[src/rtl/auction_pkg.sv]
// Shared types and defaults for the sequential sealed-bid auction controller.
package auction_pkg;

  localparam int unsigned N_BIDDERS_DEF = 8;
  localparam int unsigned W_DEF         = 16;

  function automatic int unsigned idw(input int unsigned n);
    return (n < 2) ? 1 : $clog2(n);
  endfunction

  localparam int unsigned IDW_DEF = idw(N_BIDDERS_DEF);

  typedef enum logic [1:0] {
    COLLECT,
    EVAL,
    RESULT
  } auc_state_t;

  typedef struct packed {
    logic [IDW_DEF-1:0] id;
    logic [W_DEF-1:0]   value;
  } bid_t;

endpackage

[src/rtl/auction_cmp2.sv]
// Two-input auction compare/select: b wins only on a strictly greater value,
// or an equal value with a lower ID; an invalid side never wins.
module auction_cmp2
  import auction_pkg::*;
#(
  parameter type bid_type = bid_t
) (
  input  bid_type a,
  input  logic    a_valid,
  input  bid_type b,
  input  logic    b_valid,
  output logic    b_wins,
  output bid_type sel
);

  always_comb begin
    b_wins = b_valid && (!a_valid || (b.value > a.value) ||
                         ((b.value == a.value) && (b.id < a.id)));
    sel    = b_wins ? b : a;
  end

endmodule

[src/rtl/auction_seq_ctrl.sv]
// Sequential sealed-bid auction controller: collect, evaluate one slot per cycle, present result.
// Define AUCTION_SECOND_PRICE_EN to build the second-price (Vickrey) variant.
module auction_seq_ctrl
  import auction_pkg::*;
#(
  parameter int unsigned N_BIDDERS = N_BIDDERS_DEF,
  parameter int unsigned W         = W_DEF,
  parameter int unsigned IDW       = idw(N_BIDDERS)
) (
  input  logic           clk,
  input  logic           rst_n,
  input  logic           bid_valid,
  output logic           bid_ready,
  input  logic [IDW-1:0] bid_id,
  input  logic [W-1:0]   bid_value,
  input  logic           close,
  output logic           busy,
  output logic           res_valid,
  input  logic           res_ready,
  output logic           res_none,
  output logic [IDW-1:0] res_winner,
  output logic [W-1:0]   res_price
);

  typedef struct packed {
    logic [IDW-1:0] id;
    logic [W-1:0]   value;
  } slot_bid_t;

  localparam logic [IDW:0]   NUM_SLOTS = (IDW+1)'(N_BIDDERS);
  localparam logic [IDW-1:0] LAST_IDX  = IDW'(N_BIDDERS - 1);

  auc_state_t           state;
  logic [W-1:0]         bids [N_BIDDERS];
  logic [N_BIDDERS-1:0] mask;
  logic [IDW-1:0]       idx;
  logic                 fin;
  slot_bid_t            best;
  logic                 best_v;
  slot_bid_t            cur;
  logic                 cur_v;
  logic                 cur_wins;
  slot_bid_t            sel;
  logic                 bid_take;
`ifdef AUCTION_SECOND_PRICE_EN
  logic [W-1:0]         second;
  logic                 second_v;
`endif

  // Out-of-range IDs complete the handshake but never touch storage.
  assign bid_take = bid_valid && bid_ready && ({1'b0, bid_id} < NUM_SLOTS);

  always_comb begin
    cur.id    = idx;
    cur.value = bids[idx];
    cur_v     = mask[idx];
  end

  auction_cmp2 #(
    .bid_type (slot_bid_t)
  ) u_cmp (
    .a       (best),
    .a_valid (best_v),
    .b       (cur),
    .b_valid (cur_v),
    .b_wins  (cur_wins),
    .sel     (sel)
  );

  always_ff @(posedge clk) begin
    if (bid_take) bids[bid_id] <= bid_value;
  end

  always_ff @(posedge clk) begin
    if (!rst_n) begin
      state      <= COLLECT;
      mask       <= '0;
      idx        <= '0;
      fin        <= 1'b0;
      best       <= '0;
      best_v     <= 1'b0;
      bid_ready  <= 1'b0;
      busy       <= 1'b0;
      res_valid  <= 1'b0;
      res_none   <= 1'b0;
      res_winner <= '0;
      res_price  <= '0;
`ifdef AUCTION_SECOND_PRICE_EN
      second     <= '0;
      second_v   <= 1'b0;
`endif
    end else begin
      case (state)
        COLLECT: begin
          bid_ready <= 1'b1;
          if (bid_take) mask[bid_id] <= 1'b1;
          if (close) begin
            state     <= EVAL;
            bid_ready <= 1'b0;
            busy      <= 1'b1;
            idx       <= '0;
            fin       <= 1'b0;
            best_v    <= 1'b0;
`ifdef AUCTION_SECOND_PRICE_EN
            second_v  <= 1'b0;
`endif
          end
        end
        EVAL: begin
          // One trailing cycle after the last slot registers the result, so
          // latency is N_BIDDERS+1 regardless of how many slots were valid.
          if (fin) begin
            state      <= RESULT;
            res_valid  <= 1'b1;
            res_none   <= !best_v;
            res_winner <= best_v ? best.id : '0;
`ifdef AUCTION_SECOND_PRICE_EN
            res_price  <= !best_v ? '0 : (second_v ? second : best.value);
`else
            res_price  <= best_v ? best.value : '0;
`endif
          end else begin
            if (cur_wins) begin
              best   <= sel;
              best_v <= 1'b1;
`ifdef AUCTION_SECOND_PRICE_EN
              if (best_v) begin
                second   <= best.value;
                second_v <= 1'b1;
              end
            end else if (cur_v && (!second_v || (cur.value > second))) begin
              second   <= cur.value;
              second_v <= 1'b1;
`endif
            end
            if (idx == LAST_IDX) fin <= 1'b1;
            else                 idx <= idx + 1'b1;
          end
        end
        RESULT: begin
          if (res_ready) begin
            state     <= COLLECT;
            res_valid <= 1'b0;
            busy      <= 1'b0;
            bid_ready <= 1'b1;
            mask      <= '0;
          end
        end
        default: state <= COLLECT;
      endcase
    end
  end

endmodule

[config.mk]
export PLATFORM = sky130hd
export DESIGN_NAME = auction_seq_ctrl
export DESIGN_NICKNAME = d
export VERILOG_FILES = /design/src/rtl/auction_pkg.sv /design/src/rtl/auction_cmp2.sv /design/src/rtl/auction_seq_ctrl.sv
export SDC_FILE = /design/constraint.sdc
export NUM_CORES = 1
export LEC_CHECK = 0
export BUFFER_PORTS_ARGS = -buffer_cell sky130_fd_sc_hd__buf_2
export CAP_MARGIN = 20
export CORE_MARGIN = 4
export CORE_UTILIZATION = 60
export CTS_BUF_LIST = sky130_fd_sc_hd__clkbuf_8
export DETAILED_ROUTE_END_ITERATION = 6
export PLACE_DENSITY = 0.78
export SKIP_CTS_REPAIR_TIMING = 1
export SYNTH_ARGS = -nofsm -noshare
export SYNTH_HDL_FRONTEND = slang
export SYNTH_SLANG_ARGS = --single-unit
[constraint.sdc]
create_clock -name clk -period 7.2 [get_ports clk]
set_input_delay 0.36 -clock clk [delete_from_list [all_inputs] [get_ports clk]]
set_output_delay 0.36 -clock clk [all_outputs]
set_load 0.01 [all_outputs]
Yosys cells after proc, flatten, opt, wreduce, memory -nomap -nowiden
Memories as Yosys holds them, arrays and structs flattened. A register that Yosys moved wholly into a read port is not among the register bits.
Cells that the tools add are included.
{"block": "op_classes", "addsub": 1, "magnitude_cmp": 5, "n_eq_ne": 11, "n_mux": 36, "bitwise": 2, "n_reduce_logical": 21}
{"operator": "3-bit 2-to-1 mux", "n": 6}
{"operator": "16-bit == test", "n": 1}
{"operator": "16-bit > comparator", "n": 1}
{"operator": "16-bit 2-to-1 mux", "n": 1}
{"operator": "8-bit 2-to-1 mux", "n": 2}
{"operator": "8-bit one-hot mux with 2 select lines", "n": 1}
{"operator": "3-bit AND reduction", "n": 5}
{"operator": "1-bit 2-to-1 mux", "n": 14}
{"operator": "2-bit != test (second input constant)", "n": 7}
{"operator": "1-bit one-hot mux with 2 select lines", "n": 5}
{"operator": "3-bit by 4-bit less-than comparator with 1-bit output (second input constant)", "n": 2}
{"operator": "8-bit OR", "n": 1}
{"operator": "4-bit AND reduction", "n": 2}
{"operator": "2-bit 2-to-1 mux", "n": 3}
{"operator": "2-bit one-hot mux with 3 select lines", "n": 1}
{"operator": "3-bit one-hot mux with 2 select lines", "n": 1}
{"operator": "2-bit AND reduction", "n": 3}
{"operator": "2-bit nonzero test", "n": 3}
{"operator": "1-bit logical AND", "n": 4}
{"operator": "3-bit by 1-bit adder with 3-bit output (second input constant)", "n": 1}
{"operator": "1-bit binary-select mux with 3-bit select", "n": 1}
{"operator": "1-bit demux with 3-bit select", "n": 1}
{"operator": "3-bit == test (second input constant)", "n": 1}
{"operator": "3-bit by 1-bit greater-or-equal comparator with 1-bit output (second input constant)", "n": 1}
{"operator": "7 further kinds", "n": 8}
{"block": "totals", "ff_bits": 57, "ramBits": 128, "inputBits": 24, "output_inout_bits": 23, "mem_count": 1}
{"name": "bids", "depth": 8, "word_bits": 16, "read_ports": 1, "rd_ports_with_merged_regs": 1, "write_ports": 1, "line": "auction_seq_ctrl.sv:34", "source": "logic [W-1:0] bids [N_BIDDERS];"}

Depth between registers and ports, before layout
{"block": "logic_depth", "ltp_word": 7, "depth_mapped": 13}

Cells and area by module
From an unflattened synthesis, not the netlist that was laid out.
{"block": "unflattened", "hier_cells": 638, "hier_area_um2": 8605.8}
{"module": "auction_seq_ctrl", "n_inst": 1, "cells_per_inst": 451, "area_each_um2": 7199.4, "seq_area_each_um2": 5044.8}
{"module": "auction_cmp2", "n_inst": 1, "cells_per_inst": 187, "area_each_um2": 1406.3, "seq_area_each_um2": 0.0}

Least setup slack after synthesis
Ideal clock, no wire load.
{"block": "synth_timing", "kind": "reg2reg", "start": "reg with a tool-made name", "end": "reg best[10] in the netlist's numbering", "setup_ps": 122, "arrival_ps": 3208, "slack_ps": 3870, "stages_incl_launch_ff": 13, "path_cell_list": "dfxtp_1 > clkbuf_1 > buf_4 > mux4_2 > mux2_2 > ha_1 > nand4_1 > nor4_1 > nor4b_1 > and3_1 > buf_4 > clkbuf_1 > o311a_1"}
{"element": "end signal: assignment", "line": "auction_seq_ctrl.sv:124", "source": "best <= sel;"}
{"element": "end: declaration", "line": "auction_seq_ctrl.sv:38", "source": "slot_bid_t best;"}

==> results.toml <==
[synth]
yosysTopAreaCell = "edfxtp_1"
ys_seq_elements = 188
synth_top_family_by_area = "multiplexers"
yosysTopAreaCellShare = 0.4922
synth_xor_area_frac = 0
synth_edf_count = 128
muxShareOfSynthArea = 0.1296
syn_avg_cell_area_um2 = 15.07
ys_warn_count = 0
synth_compound_area_frac = 0.08797
ys_types = 46
synthCells = 518
syn-num-nets = 562
synth_ff_type = "edfxtp_1"
seq_area_frac_synth = 0.6461
synth-adder-area-share = 0.03205
synth.top_cells.by_area = "edfxtp_1 49%, dfxtp_1 15%, mux4_2 9.2%, ha_1 3.2%, mux2_2 2.2%"
synth-simple-area-share = 0.07307
synth_area_um2 = 7809
async_reset_ff_frac = 0

[clocking]
cts-buffers-inserted = 17
cts.path.max_buffers = 2
clk_latency_ns = 0.46
h-tree-depth = 4
cts_sinks = 188
cts-root-buf = "clkbuf_8"
path_clk_slew_ns = 0.09
cts_tree = "yes"

[layout]
area_delta_synth_final_pct = 9.566
drive_gt1_frac = 0.2729
diodes = 0
final_util = 0.6752
finalInstanceArea_um2 = 8556
fin_cells = 740
final_nets = 599

[floorplanning]
pin_count = 47
die-area_um2 = 14900
die_x_um = 122.1
coreArea_um2 = 12670
start_util = 0.6163
num_rows = 41
die_y_um = 122.1

[worst_setup_path]
ff2ff_setup_slack_ns = 3.16
crit_type = "reg -> reg"
critical_path.endpoint = "best_v"
worstPathRequired_ns = 7.56
r2r_end = "best_v"
path_max_fanout = 31
endpoint_kind = "flop"
r2r_cells = 10
critPathArrivalTime_ns = 4.40
startpoint_type = "flop"

[power_and_ir_drop]
peakVddDrop_uv = 244.8
power.density_nw_per_um2 = 226.9
p_leak_nw = 2.834

[routing]
ant_nets = 0
drt_first_pass_iters = 4
route.detailed.drc = 0
wirelength_um = 13640
wire_per_inst_um = 18.43
vias = 4269
vias_per_cell = 5.769
drt_iter0_markers = 277

[worst_hold_path]
whs_path_depth = 1
min_from = "bid_value[8]"
hold_path_class = "in -> reg"

[timing]
timing.fmax_mhz = 247.5
period_share = 0.5611
slew_violations = 0
hold_viol_final = 0
min_period_ns = 4.040
finalSetupViolations = 0
fin_setup_tns_ns = 0
rsz0062_at_grt = "no"
postLayoutSetupSlackWorst_ns = 3.160
finClkSkew_ns = 0.01313
tightest_slew_ns = 1.039
slew_headroom = 0.3068

[placement]
preCtsSetupSlack_ns = 3.159
dpl_cell_area_um2 = 8159
dp_hpwl_um = 8896
globalplace.congestion = 0.7852
portBuffers = 46
dp_cells = 708

[global_routing]
antenna_found_initial = 0
grt_max_degree = 55
grt_overflow_total = 0
grt_pass1_wl_um = 22270
grt_pass1_vias = 4355
grt_use_total = 0.1991

[run]
cap_violations = 0

[run_status]
status = "finished clean"
## metrics by stage
| stage | power [mW] | hold WS, ns |
|---|---|---|
| 4_1_cts | 1.950 | 0.1356 |
| 2_1_floorplan | 1.251 | 0.4284 |
| 5_1_grt | 2.020 | 0.1388 |
| 6_report | 1.941 | 0.1650 |
| 3_3_place_gp | 1.277 | 0.4425 |
| 3_5_place_dp | 1.283 | 0.4567 |
## report_power, final
group          switching, mW  leakage (nW)  total, mW  internal, mW
registers            0.00844          1.64       1.17          1.16
logic                 0.0481          1.00     0.0887        0.0406
clock network          0.370         0.192      0.684         0.314
## area by class of cell
| class | count | area, µm² |
|---|---|---|
| clock inverters | 15 | 162.7 |
| flip-flops and latches | 188 | 5046 |
| clock buffers | 17 | 234.0 |
| multi-input cells | 279 | 2557 |
| repair buffers | 49 | 265.3 |
| well taps | 172 | 215.2 |
| inverters | 20 | 75.07 |
| fillers | 893 | 4115 |
## synth_stat cells (2+ instances only)
cell,instances
a21boi_0,22
a21oi_1,17
a31oi_1,2
and2_1,4
buf_1,4
buf_2,3
buf_4,4
buf_6,4
clkbuf_1,15
dfxtp_1,60
edfxtp_1,128
ha_1,20
inv_1,20
mux2_2,15
mux2i_1,7
mux4_1,2
mux4_2,32
nand2_1,35
nand2b_1,10
nand3_1,22
nand3b_1,3
nand4_1,4
nor2_1,18
nor2b_1,9
nor3_1,2
o21a_1,2
o21ai_0,7
o21ai_2,15
o311a_1,15
## flip-flops by register name (all words and copies together), names as in the netlist, 2 cells and up, named ones only
name,cells
bids,128
res_winner,3
state,2
best,19
idx,3
mask,8
res_price,16
## how the worst min path moves through the flow
stage | endpoint | slack (ns)
after global routing | bids[6][11] | 0.14
final | bids[2][8] | 0.17
after floorplan | mask[1] | 0.43
after detailed placement | res_price[15] | 0.46
after global placement | mask[7] | 0.44
after CTS | bids[7][14] | 0.14
## cells by family after synthesis
logic type                 Yosys count
AOI/OAI and AO/OA                   89
adders and majority gates           20
buffers and inverters               51
and+or+nand+nor                    114
DFF                                188
muxes                               56
## routing by layer
layer | vias to the layer above | wire length (µm) | global-route usage
li1 | 2050 | - | -
met5 | - | 0 | 0
met4 | 0 | 254 | 0.06298
met2 | 98 | 6751 | 0.3239
met3 | 21 | 647 | 0.05014
met1 | 2100 | 5981 | 0.2671
## worst max-delay path, cell delays in order, from the launching register on
cell and delay (ns):
dfxtp_2 0.64, buf_12 0.26, mux4_2 0.51, mux2_2 0.31, ha_1 0.32, nand4_1 0.16, nor4_1 0.41, nand2_1 0.15
o21bai_4 0.78, nor2_4 0.11, o221a_1 0.27
## layout by cell type, fill, tap and decap left out, types with 17 or more instances in the layout
cell type,n
a21boi_0,22
a21oi_1,17
buf_2,46
clkbuf_8,17
dfxtp_1,59
edfxtp_1,128
ha_1,20
inv_1,20
mux4_2,32
nand2_1,35
nand3_1,22
Note: power is estimated with default switching activity, not from simulation.
